==> src/rtl/isa_defs.sv <==
// Shared ISA definitions for the 8-bit core. These are the opcodes, the ALU command codes,
// the decode-state encoding and a decode helper that maps each opcode to its control bits.
package isa_defs;

  localparam int REG_W_DEF = 8;

  typedef enum logic [3:0] {
    OP_NOP  = 4'd0,  OP_MOV = 4'd1,  OP_ADD = 4'd2,  OP_SUB = 4'd3,
    OP_AND  = 4'd4,  OP_OR  = 4'd5,  OP_NOT = 4'd6,  OP_IN  = 4'd7,
    OP_OUT  = 4'd8,  OP_LD  = 4'd9,  OP_ST  = 4'd10, OP_LDM = 4'd11,
    OP_ADDI = 4'd12, OP_LDD = 4'd13, OP_STD = 4'd14, OP_RSV = 4'd15
  } opcode_e;

  typedef enum logic [3:0] {
    CMD_PASS_B = 4'd0, CMD_ADD = 4'd1, CMD_SUB = 4'd2, CMD_AND = 4'd3,
    CMD_OR     = 4'd4, CMD_NOT_A = 4'd5, CMD_PASS_A = 4'd6
  } exe_cmd_e;

  typedef enum logic {ST_DECODE = 1'b0, ST_IMM = 1'b1} state_e;

  typedef struct packed {
    logic     act;       // a real instruction; NOP and reserved are bubbles
    logic     wb_en;
    logic     mem_r_en;
    logic     mem_w_en;
    logic     s;
    logic     in_port;
    logic     out_port;
    logic     imm;
    logic     rd_ra;     // ra is actually read, for load-use detection
    logic     rd_rb;
    exe_cmd_e cmd;
  } ctrl_t;

  function automatic logic is_two_word(input opcode_e op);
    return (op == OP_LDM) || (op == OP_ADDI) || (op == OP_LDD) || (op == OP_STD);
  endfunction

  function automatic ctrl_t decode(input opcode_e op);
    ctrl_t c;
    c = '0;
    c.cmd = CMD_PASS_B;
    c.act = 1'b1;
    case (op)
      OP_MOV:  begin c.wb_en = 1'b1; c.rd_rb = 1'b1; end
      OP_ADD:  begin c.wb_en = 1'b1; c.s = 1'b1; c.rd_ra = 1'b1; c.rd_rb = 1'b1; c.cmd = CMD_ADD; end
      OP_SUB:  begin c.wb_en = 1'b1; c.s = 1'b1; c.rd_ra = 1'b1; c.rd_rb = 1'b1; c.cmd = CMD_SUB; end
      OP_AND:  begin c.wb_en = 1'b1; c.s = 1'b1; c.rd_ra = 1'b1; c.rd_rb = 1'b1; c.cmd = CMD_AND; end
      OP_OR:   begin c.wb_en = 1'b1; c.s = 1'b1; c.rd_ra = 1'b1; c.rd_rb = 1'b1; c.cmd = CMD_OR; end
      OP_NOT:  begin c.wb_en = 1'b1; c.s = 1'b1; c.rd_ra = 1'b1; c.cmd = CMD_NOT_A; end
      OP_IN:   begin c.wb_en = 1'b1; c.in_port = 1'b1; end
      OP_OUT:  begin c.out_port = 1'b1; c.rd_rb = 1'b1; end
      OP_LD:   begin c.wb_en = 1'b1; c.mem_r_en = 1'b1; c.rd_rb = 1'b1; end
      // Store address comes from ra through the ALU, data from rb.
      OP_ST:   begin c.mem_w_en = 1'b1; c.rd_ra = 1'b1; c.rd_rb = 1'b1; c.cmd = CMD_PASS_A; end
      OP_LDM:  begin c.wb_en = 1'b1; c.imm = 1'b1; end
      OP_ADDI: begin c.wb_en = 1'b1; c.s = 1'b1; c.imm = 1'b1; c.rd_ra = 1'b1; c.cmd = CMD_ADD; end
      OP_LDD:  begin c.wb_en = 1'b1; c.mem_r_en = 1'b1; c.imm = 1'b1; end
      OP_STD:  begin c.mem_w_en = 1'b1; c.imm = 1'b1; c.rd_rb = 1'b1; end
      default: c = '0;
    endcase
    return c;
  endfunction

endpackage

==> src/rtl/reg_file.sv <==
// 4-entry architectural register file with one write port and two asynchronous read ports.
// When ID_WB_BYPASS_EN is defined, a read of the register being written returns the new value.
module reg_file
  import isa_defs::*;
#(
  parameter int REG_W = REG_W_DEF
) (
  input  logic             clk,
  input  logic             rst,
  input  logic             we,
  input  logic [1:0]       waddr,
  input  logic [REG_W-1:0] wdata,
  input  logic [1:0]       raddr_a,
  input  logic [1:0]       raddr_b,
  output logic [REG_W-1:0] rdata_a,
  output logic [REG_W-1:0] rdata_b
);

  logic [REG_W-1:0] regs_q [4];
  logic [REG_W-1:0] regs_d [4];

  always_comb begin
    for (int i = 0; i < 4; i++) regs_d[i] = regs_q[i];
    if (we) regs_d[waddr] = wdata;
  end

  always_ff @(posedge clk or posedge rst) begin
    if (rst) begin
      for (int i = 0; i < 4; i++) regs_q[i] <= '0;
    end else begin
      for (int i = 0; i < 4; i++) regs_q[i] <= regs_d[i];
    end
  end

`ifdef ID_WB_BYPASS_EN
  assign rdata_a = (we && waddr == raddr_a) ? wdata : regs_q[raddr_a];
  assign rdata_b = (we && waddr == raddr_b) ? wdata : regs_q[raddr_b];
`else
  assign rdata_a = regs_q[raddr_a];
  assign rdata_b = regs_q[raddr_b];
`endif

endmodule

==> src/rtl/id_stage.sv <==
// Decode stage. It decodes the fetched word, sequences two-word immediates and detects
// load-use hazards. Write-through register reads are selected by ID_WB_BYPASS_EN.
module id_stage
  import isa_defs::*;
#(
  parameter int REG_W = REG_W_DEF
) (
  input  logic             clk,
  input  logic             rst,
  input  logic [7:0]       instr,
  input  logic             instr_valid,
  input  logic [REG_W-1:0] in_port,
  input  logic             WB_WB_EN,
  input  logic [1:0]       WB_Dest,
  input  logic [REG_W-1:0] WB_Value,
  input  logic             EXE_MEM_R_EN,
  input  logic [1:0]       EXE_Dest,
  output logic             WB_EN,
  output logic             MEM_R_EN,
  output logic             MEM_W_EN,
  output logic             S,
  output logic             inPort,
  output logic             outPort,
  output logic             imm,
  output logic [3:0]       EXE_CMD,
  output logic [REG_W-1:0] Val_Ra,
  output logic [REG_W-1:0] Val_Rb,
  output logic [REG_W-1:0] Val_Imm,
  output logic [1:0]       Dest,
  output logic [1:0]       src1,
  output logic [1:0]       src2,
  output logic             stall
);

  state_e           state_q, state_d;
  opcode_e          hold_op_q, hold_op_d;
  logic [1:0]       hold_ra_q, hold_ra_d;
  logic [1:0]       hold_rb_q, hold_rb_d;

  opcode_e          cur_op;
  logic [1:0]       cur_ra, cur_rb;
  ctrl_t            ctrl;
  logic             hazard, emit;
  logic [REG_W-1:0] rd_a, rd_b;

  // In IMM the operand fields come from the hold registers, not the immediate word.
  always_comb begin
    if (state_q == ST_IMM) begin
      cur_op = hold_op_q;
      cur_ra = hold_ra_q;
      cur_rb = hold_rb_q;
    end else begin
      cur_op = opcode_e'(instr[7:4]);
      cur_ra = instr[3:2];
      cur_rb = instr[1:0];
    end
    ctrl   = decode(cur_op);
    hazard = EXE_MEM_R_EN && ((ctrl.rd_ra && EXE_Dest == cur_ra) ||
                              (ctrl.rd_rb && EXE_Dest == cur_rb));
  end

  reg_file #(.REG_W(REG_W)) u_reg_file (
    .clk     (clk),
    .rst     (rst),
    .we      (WB_WB_EN),
    .waddr   (WB_Dest),
    .wdata   (WB_Value),
    .raddr_a (cur_ra),
    .raddr_b (cur_rb),
    .rdata_a (rd_a),
    .rdata_b (rd_b)
  );

  always_comb begin
    state_d   = state_q;
    hold_op_d = hold_op_q;
    hold_ra_d = hold_ra_q;
    hold_rb_d = hold_rb_q;
    emit      = 1'b0;
    stall     = 1'b0;
    case (state_q)
      ST_DECODE: begin
        if (instr_valid) begin
          if (hazard) begin
            stall = 1'b1;
          end else if (is_two_word(cur_op)) begin
            hold_op_d = cur_op;
            hold_ra_d = cur_ra;
            hold_rb_d = cur_rb;
            state_d   = ST_IMM;
          end else begin
            emit = ctrl.act;
          end
        end
      end
      ST_IMM: begin
        if (instr_valid) begin
          emit    = 1'b1;
          state_d = ST_DECODE;
        end
      end
      default: state_d = ST_DECODE;
    endcase
    if (rst) begin
      emit  = 1'b0;
      stall = 1'b0;
    end
  end

  always_comb begin
    WB_EN    = 1'b0;
    MEM_R_EN = 1'b0;
    MEM_W_EN = 1'b0;
    S        = 1'b0;
    inPort   = 1'b0;
    outPort  = 1'b0;
    imm      = 1'b0;
    EXE_CMD  = 4'd0;
    Val_Ra   = '0;
    Val_Rb   = '0;
    Val_Imm  = '0;
    Dest     = 2'd0;
    src1     = 2'd0;
    src2     = 2'd0;
    if (emit) begin
      WB_EN    = ctrl.wb_en;
      MEM_R_EN = ctrl.mem_r_en;
      MEM_W_EN = ctrl.mem_w_en;
      S        = ctrl.s;
      inPort   = ctrl.in_port;
      outPort  = ctrl.out_port;
      imm      = ctrl.imm;
      EXE_CMD  = ctrl.cmd;
      Val_Ra   = rd_a;
      Val_Rb   = ctrl.in_port ? in_port : rd_b;
      Val_Imm  = (state_q == ST_IMM) ? REG_W'(instr) : '0;
      Dest     = ctrl.wb_en ? cur_ra : 2'd0;
      src1     = cur_ra;
      src2     = cur_rb;
    end
  end

  always_ff @(posedge clk or posedge rst) begin
    if (rst) begin
      state_q   <= ST_DECODE;
      hold_op_q <= OP_NOP;
      hold_ra_q <= 2'd0;
      hold_rb_q <= 2'd0;
    end else begin
      state_q   <= state_d;
      hold_op_q <= hold_op_d;
      hold_ra_q <= hold_ra_d;
      hold_rb_q <= hold_rb_d;
    end
  end

endmodule

==> config.mk <==
export PLATFORM = sky130hd
export DESIGN_NAME = id_stage
export DESIGN_NICKNAME = d
export VERILOG_FILES = /design/src/rtl/isa_defs.sv /design/src/rtl/reg_file.sv /design/src/rtl/id_stage.sv
export SDC_FILE = /design/constraint.sdc
export NUM_CORES = 1
export LEC_CHECK = 0
export CORE_MARGIN = 2
export CORE_UTILIZATION = 35
export CTS_CLUSTER_DIAMETER = 150
export DETAILED_ROUTE_END_ITERATION = 10
export SKIP_CTS_REPAIR_TIMING = 1
export SLEW_MARGIN = 40
export SYNTH_ARGS = -nofsm -noshare
export SYNTH_HDL_FRONTEND = slang
export SYNTH_SLANG_ARGS = --single-unit
==> constraint.sdc <==
create_clock -name clk -period 3 [get_ports clk]
set_clock_uncertainty 0.15 [all_clocks]
set_input_delay 0.3 -clock clk [delete_from_list [all_inputs] [get_ports clk]]
set_output_delay 0.3 -clock clk [all_outputs]
set_load 0.03 [all_outputs]
==> results.txt, run 1 <==
----------------------------------------------------
[Critical path]
  Kind of start point of the critical path ... flip-flop
  Kind of end point of the critical path ... output pin
  Cells along the critical path ... buf_12 > mux2i_2 > xnor2_1 > o211a_1 > a22oi_4 > o21bai_2 > buf_6 > nor3_1 > buf_4
  Biggest cell delay along the critical path ... ~0.44 ns
  Critical-path cell with the highest stage delay ... sky130_fd_sc_hd__dfrtp_1
  Worst path buffer plus inverter count ... 3
  Capture instance of the worst register-to-register path ... hold_op_q[2]$_DFFE_PP0P_
  Signal arrival time at the worst endpoint ... 2.47 ns
  Startpoint of the worst register-to-register path ... state_q$_DFF_PP0_
  Critical path data required time ... about 2.6 ns
  Crit-path max FO ... 16
  Worst reg2reg setup slack ... 0.49 ns
  R2R cell count ... 8
  Largest delay contributor family on the critical path ... buffers and inverters
  Class of the most critical setup path ... flip-flop to output pin

[Synthesis]
  Post-synthesis cell count ... 260
  FF+latch count, synth ... 41
  Cell area after synthesis ... around 2800 µm²
  Most used standard cell by instance count after synthesis ... sky130_fd_sc_hd__dfrtp_1
  Post-Syn Nets ... roughly 290
  Warnings from Yosys ... 0
  Top cells by count, synth ... sky130_fd_sc_hd__dfrtp_1, sky130_fd_sc_hd__mux2_2, sky130_fd_sc_hd__nand2_1, sky130_fd_sc_hd__nor2_1, sky130_fd_sc_hd__a21oi_1
  Top cells by area in the synthesized netlist ... sky130_fd_sc_hd__dfrtp_1, sky130_fd_sc_hd__mux2_2, sky130_fd_sc_hd__mux4_2
  Portion of the post-synthesis area used by sequential elements ... between 30% and 40%
  Average cell area after synthesis ... 10.6 µm²
  Area share of the leading cell type in the synthesized netlist ... 37.1%
  Yosys top cell by area ... sky130_fd_sc_hd__dfrtp_1
  Post-synth EDFFs ... 0
  Fraction of synthesis flops using an asynchronous set or reset pin ... 100%
  Netlist cell types ... 37
  Most instantiated flip-flop cell in the synthesis netlist ... sky130_fd_sc_hd__dfrtp_1

[Clock tree]
  Clock Root Buffer ... sky130_fd_sc_hd__clkbuf_8
  Number of CTS-inserted buffers ... 5
  Number of clock sinks ... 41
  Htree depth ... 2
  TritonCTS clock tree ... done
  Clock latency on the worst-skew pair ... ~0.29 ns
  Buffer levels on the longest clock path ... 2
  Clk slew on worst S/H paths ... about 0.08 ns

[Finish]
  Proportion of layout cells with a drive suffix above 1 ... approximately two fifths
  Post-Layout Cell Count ... about 470
  Total area of multi-input combinational cells ... between 1500 and 2000 µm²
  Register Area ... ~1000 µm²
  Fill count ... approximately 730
  Area grow syn2layout ... 43.4%
  Antenna cell count ... 0
  Total number of nets in the final design ... about 400

[STA]
  Fin crit share ... between 90 and 100%
  Max Clock Freq ... about 340 MHz
  Relative slew slack ... 61.0%
  Setup repair after global routing missed its margin ... no
  Total setup violations reported at the end of the flow ... 0
  Post-Route Hold Slack ... between 0.3 and 0.4 ns
  Setup tns final ... 0 ns
  Pins over their slew limit ... 0
  Hold Violations, Final ... 0
  Worst-Margin Slew ... between 0.5 and 0.6 ns
  Clock period minus final worst setup slack ... 2.92 ns

[Die]
  I/O Pins ... 75
  Initial cell density of the core ... a little over a third
  Horizontal die dimension ... 92.9 µm
  DIE HEIGHT ... slightly above 90 µm
  Core region area ... around 7700 µm²
  Area enclosed by the die boundary ... 8620 µm²
  Standard-cell rows ... 32

[Place]
  HPWL reported at the end of detailed placement ... around 5500 µm
  Total placed cells including tap cells ... between 400 and 500
  Port Buffer Count ... 73
  Routability-driven placement congestion ratio ... 0.850

[Global routing]
  First-pass GRT wire length ... between 10,000 and 15,000 µm
  Overflow left after global routing ... 0
  Grt met1 use ... roughly a quarter
  Number of antenna violations at the first check in global routing ... 0
  Global route hottest layer ... met2
  Pin count of the biggest net entering global routing ... 42
  Met2 routing resource usage after global routing ... 29.5%
  Combined global-route utilization of all metal layers ... 18.1%
  Vias in the first global route ... about 2,400
  Met3 usage in global routing ... under 10%

[Detailed routing]
  Post-detailed-route DRC marker count ... 0
  Total wire length after detailed routing ... roughly 7600 µm
  Via density ... slightly above 5
  Per-cell routed wire length ... 16.1 µm
  Number of routed nets with antenna violations ... 0
  Vias ... 2,399
  DRC marker count from the first detailed-route iteration ... 79
  Number of detailed-routing iterations run before antenna repair ... 4

[Min path]
  Worst min path class ... input pin to asynchronous set/reset pin

[Outcome]
  Run status ... completed

[Run]
  Max Cap Viol ... 0

[Pwr]
  Pleak ... ~1.7 nW
  Power density of the placed cells ... between 600 and 700 nW/µm²
  Maximum VDD drop ... 307 µV

----------------------------------------------------
[final cells by class]
class                   instances  share of cell area, %
clock buffers                   7                   2.18
clock inverters                 1                  0.758
inverters                       5                  0.473
multi-input cells             199                   42.5
flip-flops and latches         41                   25.9
well taps                     102                   3.22
repair buffers                117                   25.0
[worst max-delay path by stage]
stage	from	endpoint	slack (ns)	cells after the start
after global placement	instr[5]	Val_Rb[0]	-0.17	10
after CTS	state_q$_DFF_PP0_	Val_Ra[1]	-0.38	9
after global routing	state_q$_DFF_PP0_	Dest[1]	0.002	9
after detailed placement	instr[5]	Val_Ra[1]	-0.21	9
final	state_q$_DFF_PP0_	Dest[0]	0.08	9
after floorplan	state_q$_DFF_PP0_	outPort	0.14	8
[report_power, final]
part           switching [mW]  leakage (nW)  total, mW  internal [mW]
sequential              0.115         0.482      0.802          0.687
clock                   0.193        0.0585      0.465          0.272
combinational           0.647          1.17       1.32          0.668
[through the flow]
| step | setup WS (ns) | util (%) | area (µm²) | total power [mW] |
|---|---|---|---|---|
| global route | 0.00199 | 51.6 | 3960 | 2.74 |
| global placement | -0.170 | 50.6 | 3890 | 2.11 |
| finish | 0.0823 | 51.6 | 3960 | 2.58 |
| floorplan | 0.136 | - | 2770 | 1.63 |
| CTS | -0.384 | 52.1 | 4010 | 2.60 |
| detailed placement | -0.207 | 50.6 | 3890 | 2.13 |
[logic make-up after synthesis]
logic type | count (synthesis) | share of synthesized area [%]
buf+inv | 20 | 3.62
compound gates | 41 | 10.9
mux | 60 | 29.3
simple gates | 90 | 16.7
xor+xnor | 7 | 2.22
other cells | 1 | 0.136
flops | 41 | 37.1
[sequential cells by signal (all words and copies together), names as in the netlist]
register / count
hold_ra_q: 2
hold_rb_q: 2
u_reg_file.regs_q: 32
state_q: 1
hold_op_q: 4
[tightest hold or removal path: stages]
cell and delay (ns):
sky130_fd_sc_hd__clkdlybuf4s50_1 0.41, sky130_fd_sc_hd__inv_1 0.06, sky130_fd_sc_hd__buf_4 0.44
[cells in the final DEF, fill, tap and decap left out, drive strengths merged, types with 6 or more instances in the layout]
| cell | instances |
|---|---|
| a211oi | 9 |
| a21oi | 12 |
| a311oi | 8 |
| and2 | 10 |
| and3 | 8 |
| buf | 61 |
| clkbuf | 23 |
| clkdlybuf4s50 | 40 |
| dfrtp | 41 |
| mux2 | 41 |
| mux2i | 11 |
| mux4 | 8 |
| nand2 | 23 |
| nor2 | 21 |
| nor2b | 11 |
| o21ai | 6 |
[per-layer routing]
layer  vias to the layer above  routed length, µm
met4                         0                 57
met5                         -                  0
met2                        70               3450
met1                      1157               3660
met3                         5                448
li1                       1167                  -
Power figures use the tool's default switching activity.
==> run 2: changes to the inputs <==
--- a/config.mk
+++ b/config.mk
@@ -6,11 +6,11 @@
 export NUM_CORES = 1
 export LEC_CHECK = 0
 export CORE_MARGIN = 2
-export CORE_UTILIZATION = 35
+export CORE_UTILIZATION = 25
 export CTS_CLUSTER_DIAMETER = 150
 export DETAILED_ROUTE_END_ITERATION = 10
 export SKIP_CTS_REPAIR_TIMING = 1
-export SLEW_MARGIN = 40
+export SLEW_MARGIN = 20
 export SYNTH_ARGS = -nofsm -noshare
 export SYNTH_HDL_FRONTEND = slang
 export SYNTH_SLANG_ARGS = --single-unit
==> run 2 against run 1 <==
Against the previous run: combinational power about the same; first-iteration DRC count is 18% higher; clock power is 5.2% lower; critical endpoint is now MEM_W_EN.
==> results.txt, run 2 (synthesis results as in run 1) <==
----------------------------------------------------
[Critical path]
  R2R cell count ... 9 (+1)
  Worst reg2reg setup slack ... 0.47 ns (-0.02 ns)
  Critical path data required time ... 2.55 ns (about the same)
  Startpoint of the worst register-to-register path ... state_q$_DFF_PP0_
  Signal arrival time at the worst endpoint ... 2.47 ns (about the same)
  Crit-path max FO ... 12 (-4)
  Launching element of the worst setup path ... state_q$_DFF_PP0_
  Class of the most critical setup path ... flip-flop to output pin
  Capture instance of the worst register-to-register path ... hold_op_q[2]$_DFFE_PP0P_
  Kind of end point of the critical path ... output pin
  Worst setup path endpoint ... MEM_W_EN
  Kind of start point of the critical path ... flip-flop

[Clock tree]
  Htree depth ... 2 (unchanged)
  Clock latency on the worst-skew pair ... 0.29 ns (about the same)
  TritonCTS clock tree ... done
  Clk slew on worst S/H paths ... 0.08 ns (about the same)
  Number of clock sinks ... 41 (unchanged)
  Buffer levels on the longest clock path ... 2 (unchanged)
  Clock Root Buffer ... sky130_fd_sc_hd__clkbuf_8
  Number of CTS-inserted buffers ... 5 (unchanged)

[Outcome]
  Run status ... completed

[Pwr]
  Proportion of total power due to net switching ... 38.0% (+0.96 points)
  Power density of the placed cells ... 641 nW/µm² (-1.6%)
  Internal power ... 1.60 mW (-1.6%)
  Comb pwr share ... 51.6% (+0.7 points)
  Power dissipated by switching net loads ... 0.980 mW (+2.5%)
  Maximum VDD drop ... 284 µV (-7.4%)
  Sequential Power Share ... 31.3% (+0.2 points)
  Overall power after layout ... 2.58 mW (about the same)
  Pleak ... 1.67 nW (-2.3%)
  Power share of the clock group ... 17.1% (-0.9 points)

[Die]
  Standard-cell rows ... 38 (+19%)
  I/O Pins ... 75 (unchanged)
  Core region area ... 10,800 µm² (+40%)
  DIE HEIGHT ... 109 µm (+18%)
  Area enclosed by the die boundary ... 11,900 µm² (+38%)
  Horizontal die dimension ... 109 µm (+18%)
  Initial cell density of the core ... 25.6% (-10 points)

[Place]
  Routability-driven placement congestion ratio ... 0.950 (+12%)
  Setup slack after placement ... -0.0581 ns (+0.149 ns)
  HPWL reported at the end of detailed placement ... 5790 µm (+4.4%)
  Port Buffer Count ... 73 (unchanged)
  Total placed cells including tap cells ... 487 (+5.2%)

[Detailed routing]
  Number of detailed-routing iterations run before antenna repair ... 4 (unchanged)
  Post-detailed-route DRC marker count ... 0 (unchanged)
  Per-cell routed wire length ... 16.4 µm (+1.4%)
  Number of routed nets with antenna violations ... 0 (unchanged)
  M1 wire length ... 3680 µm (+0.77%)
  Detailed-routed wire length on met3 ... 485 µm (+8.3%)
  Uppermost layer routed ... met4
  Total wire length after detailed routing ... 8140 µm (+7.0%)
  Via density ... 4.80 (-5.5%)
  Vias ... 2,392 (-0.29%)
  Routed length on met2 ... 3880 µm (+12%)
  DRC marker count from the first detailed-route iteration ... 93 (+18%)

[Min path]
  Worst min path class ... input pin to asynchronous set/reset pin

[Global routing]
  Vias in the first global route ... 2,393 (+0.17%)
  Combined global-route utilization of all metal layers ... 13.8% (-4.3 points)
  First-pass GRT wire length ... 12,600 µm (+2.6%)
  Overflow left after global routing ... 0 (unchanged)
  Pin count of the biggest net entering global routing ... 42 (unchanged)
  Number of antenna violations at the first check in global routing ... 0 (unchanged)

[Finish]
  Number of flip-flops under the largest register name ... 32 (unchanged)
  Highest-count cells in the layout ignoring fill and taps ... sky130_fd_sc_hd__buf_4, sky130_fd_sc_hd__dfrtp_1, sky130_fd_sc_hd__clkdlybuf4s50_1
  Register name with the most flops ... u_reg_file.regs_q
  Total number of nets in the final design ... 390 (-3.0%)
  Regs by FF count ... u_reg_file.regs_q: 32 flops, hold_op_q: 4 flops
  Area grow syn2layout ... 45.6%
  Proportion of layout cells with a drive suffix above 1 ... 39.4% (-0.34 points)
  Post-Layout Cell Count ... 498 (+5.5%)
  Antenna cell count ... 0 (unchanged)
  Leading cell type in the layout, fill and taps excluded ... sky130_fd_sc_hd__buf_4
  Final core utilization ... 37.3% (-14 points)

[Run]
  Max Cap Viol ... 0 (unchanged)

[STA]
  Pins over their slew limit ... 0 (unchanged)
  Fin crit share ... 97.2% (about the same)
  Worst-Margin Slew ... 0.545 ns (-0.0384 ns)
  Relative slew slack ... 63.6% (+2.6 points)
  Max Clock Freq ... 343 MHz (about the same)
  Hold Violations, Final ... 0 (unchanged)
  Total setup violations reported at the end of the flow ... 0 (unchanged)
  Setup tns final ... 0 ns (unchanged)
  Clock period minus final worst setup slack ... 2.92 ns (-0.00149 ns)
  PnR worst setup slack ... 0.0838 ns (+0.00149 ns)

----------------------------------------------------
[run 2: critical path, stage by stage, from the launching register on]
cell	delay (ns)
sky130_fd_sc_hd__dfrtp_2	0.43
sky130_fd_sc_hd__buf_12	0.17
sky130_fd_sc_hd__mux2_4	0.34
sky130_fd_sc_hd__nor2_4	0.16
sky130_fd_sc_hd__a21oi_1	0.06
sky130_fd_sc_hd__buf_4	0.15
sky130_fd_sc_hd__a22oi_4	0.21
sky130_fd_sc_hd__o21bai_2	0.16
sky130_fd_sc_hd__nor3_1	0.27
sky130_fd_sc_hd__buf_4	0.22
[run 2: power by group through the flow]
stage          Sequential [mW]  Clock [mW]  Combinational, mW
2_1_floorplan            0.778           0              0.848
3_3_place_gp             0.804           0               1.25
3_5_place_dp             0.814           0               1.25
4_1_cts                  0.803       0.455               1.26
5_1_grt                  0.826       0.480               1.44
6_report                 0.808       0.441               1.33
[run 2: routing by layer]
layer	vias to the layer above	GRT usage [%]
met1	1161	18.4
met2	80	22.7
met3	6	3.35
met5	-	0
met4	0	2.93
li1	1145	-
[run 2: worst min-delay path by stage]
stage	from	endpoint	cells after the start
2_1_floorplan	instr_valid	state_q$_DFF_PP0_	1
3_3_place_gp	u_reg_file.regs_q[3]$_DFFE_PP0P_	u_reg_file.regs_q[3]$_DFFE_PP0P_	1
3_5_place_dp	u_reg_file.regs_q[5]$_DFFE_PP0P_	u_reg_file.regs_q[5]$_DFFE_PP0P_	1
4_1_cts	rst	hold_op_q[2]$_DFFE_PP0P_	3
5_1_grt	rst	hold_op_q[2]$_DFFE_PP0P_	3
6_report	rst	hold_op_q[2]$_DFFE_PP0P_	3
[run 2: through the flow]
step           hold slack (ns)  area (µm²)
2_1_floorplan            0.246        2770
3_3_place_gp             0.356        3800
3_5_place_dp             0.366        3800
4_1_cts                  0.357        3910
5_1_grt                  0.391        4020
6_report                 0.341        4020
[run 2: area by class of cell]
cell class / count / area, µm²
clock inverters: 2 / 38.8
flip-flops and latches: 41 / 1030
fillers: 1064 / 6770
clock buffers: 6 / 72.6
well taps: 140 / 175
multi-input cells: 200 / 1730
repair buffers: 104 / 961
inverters: 5 / 18.8
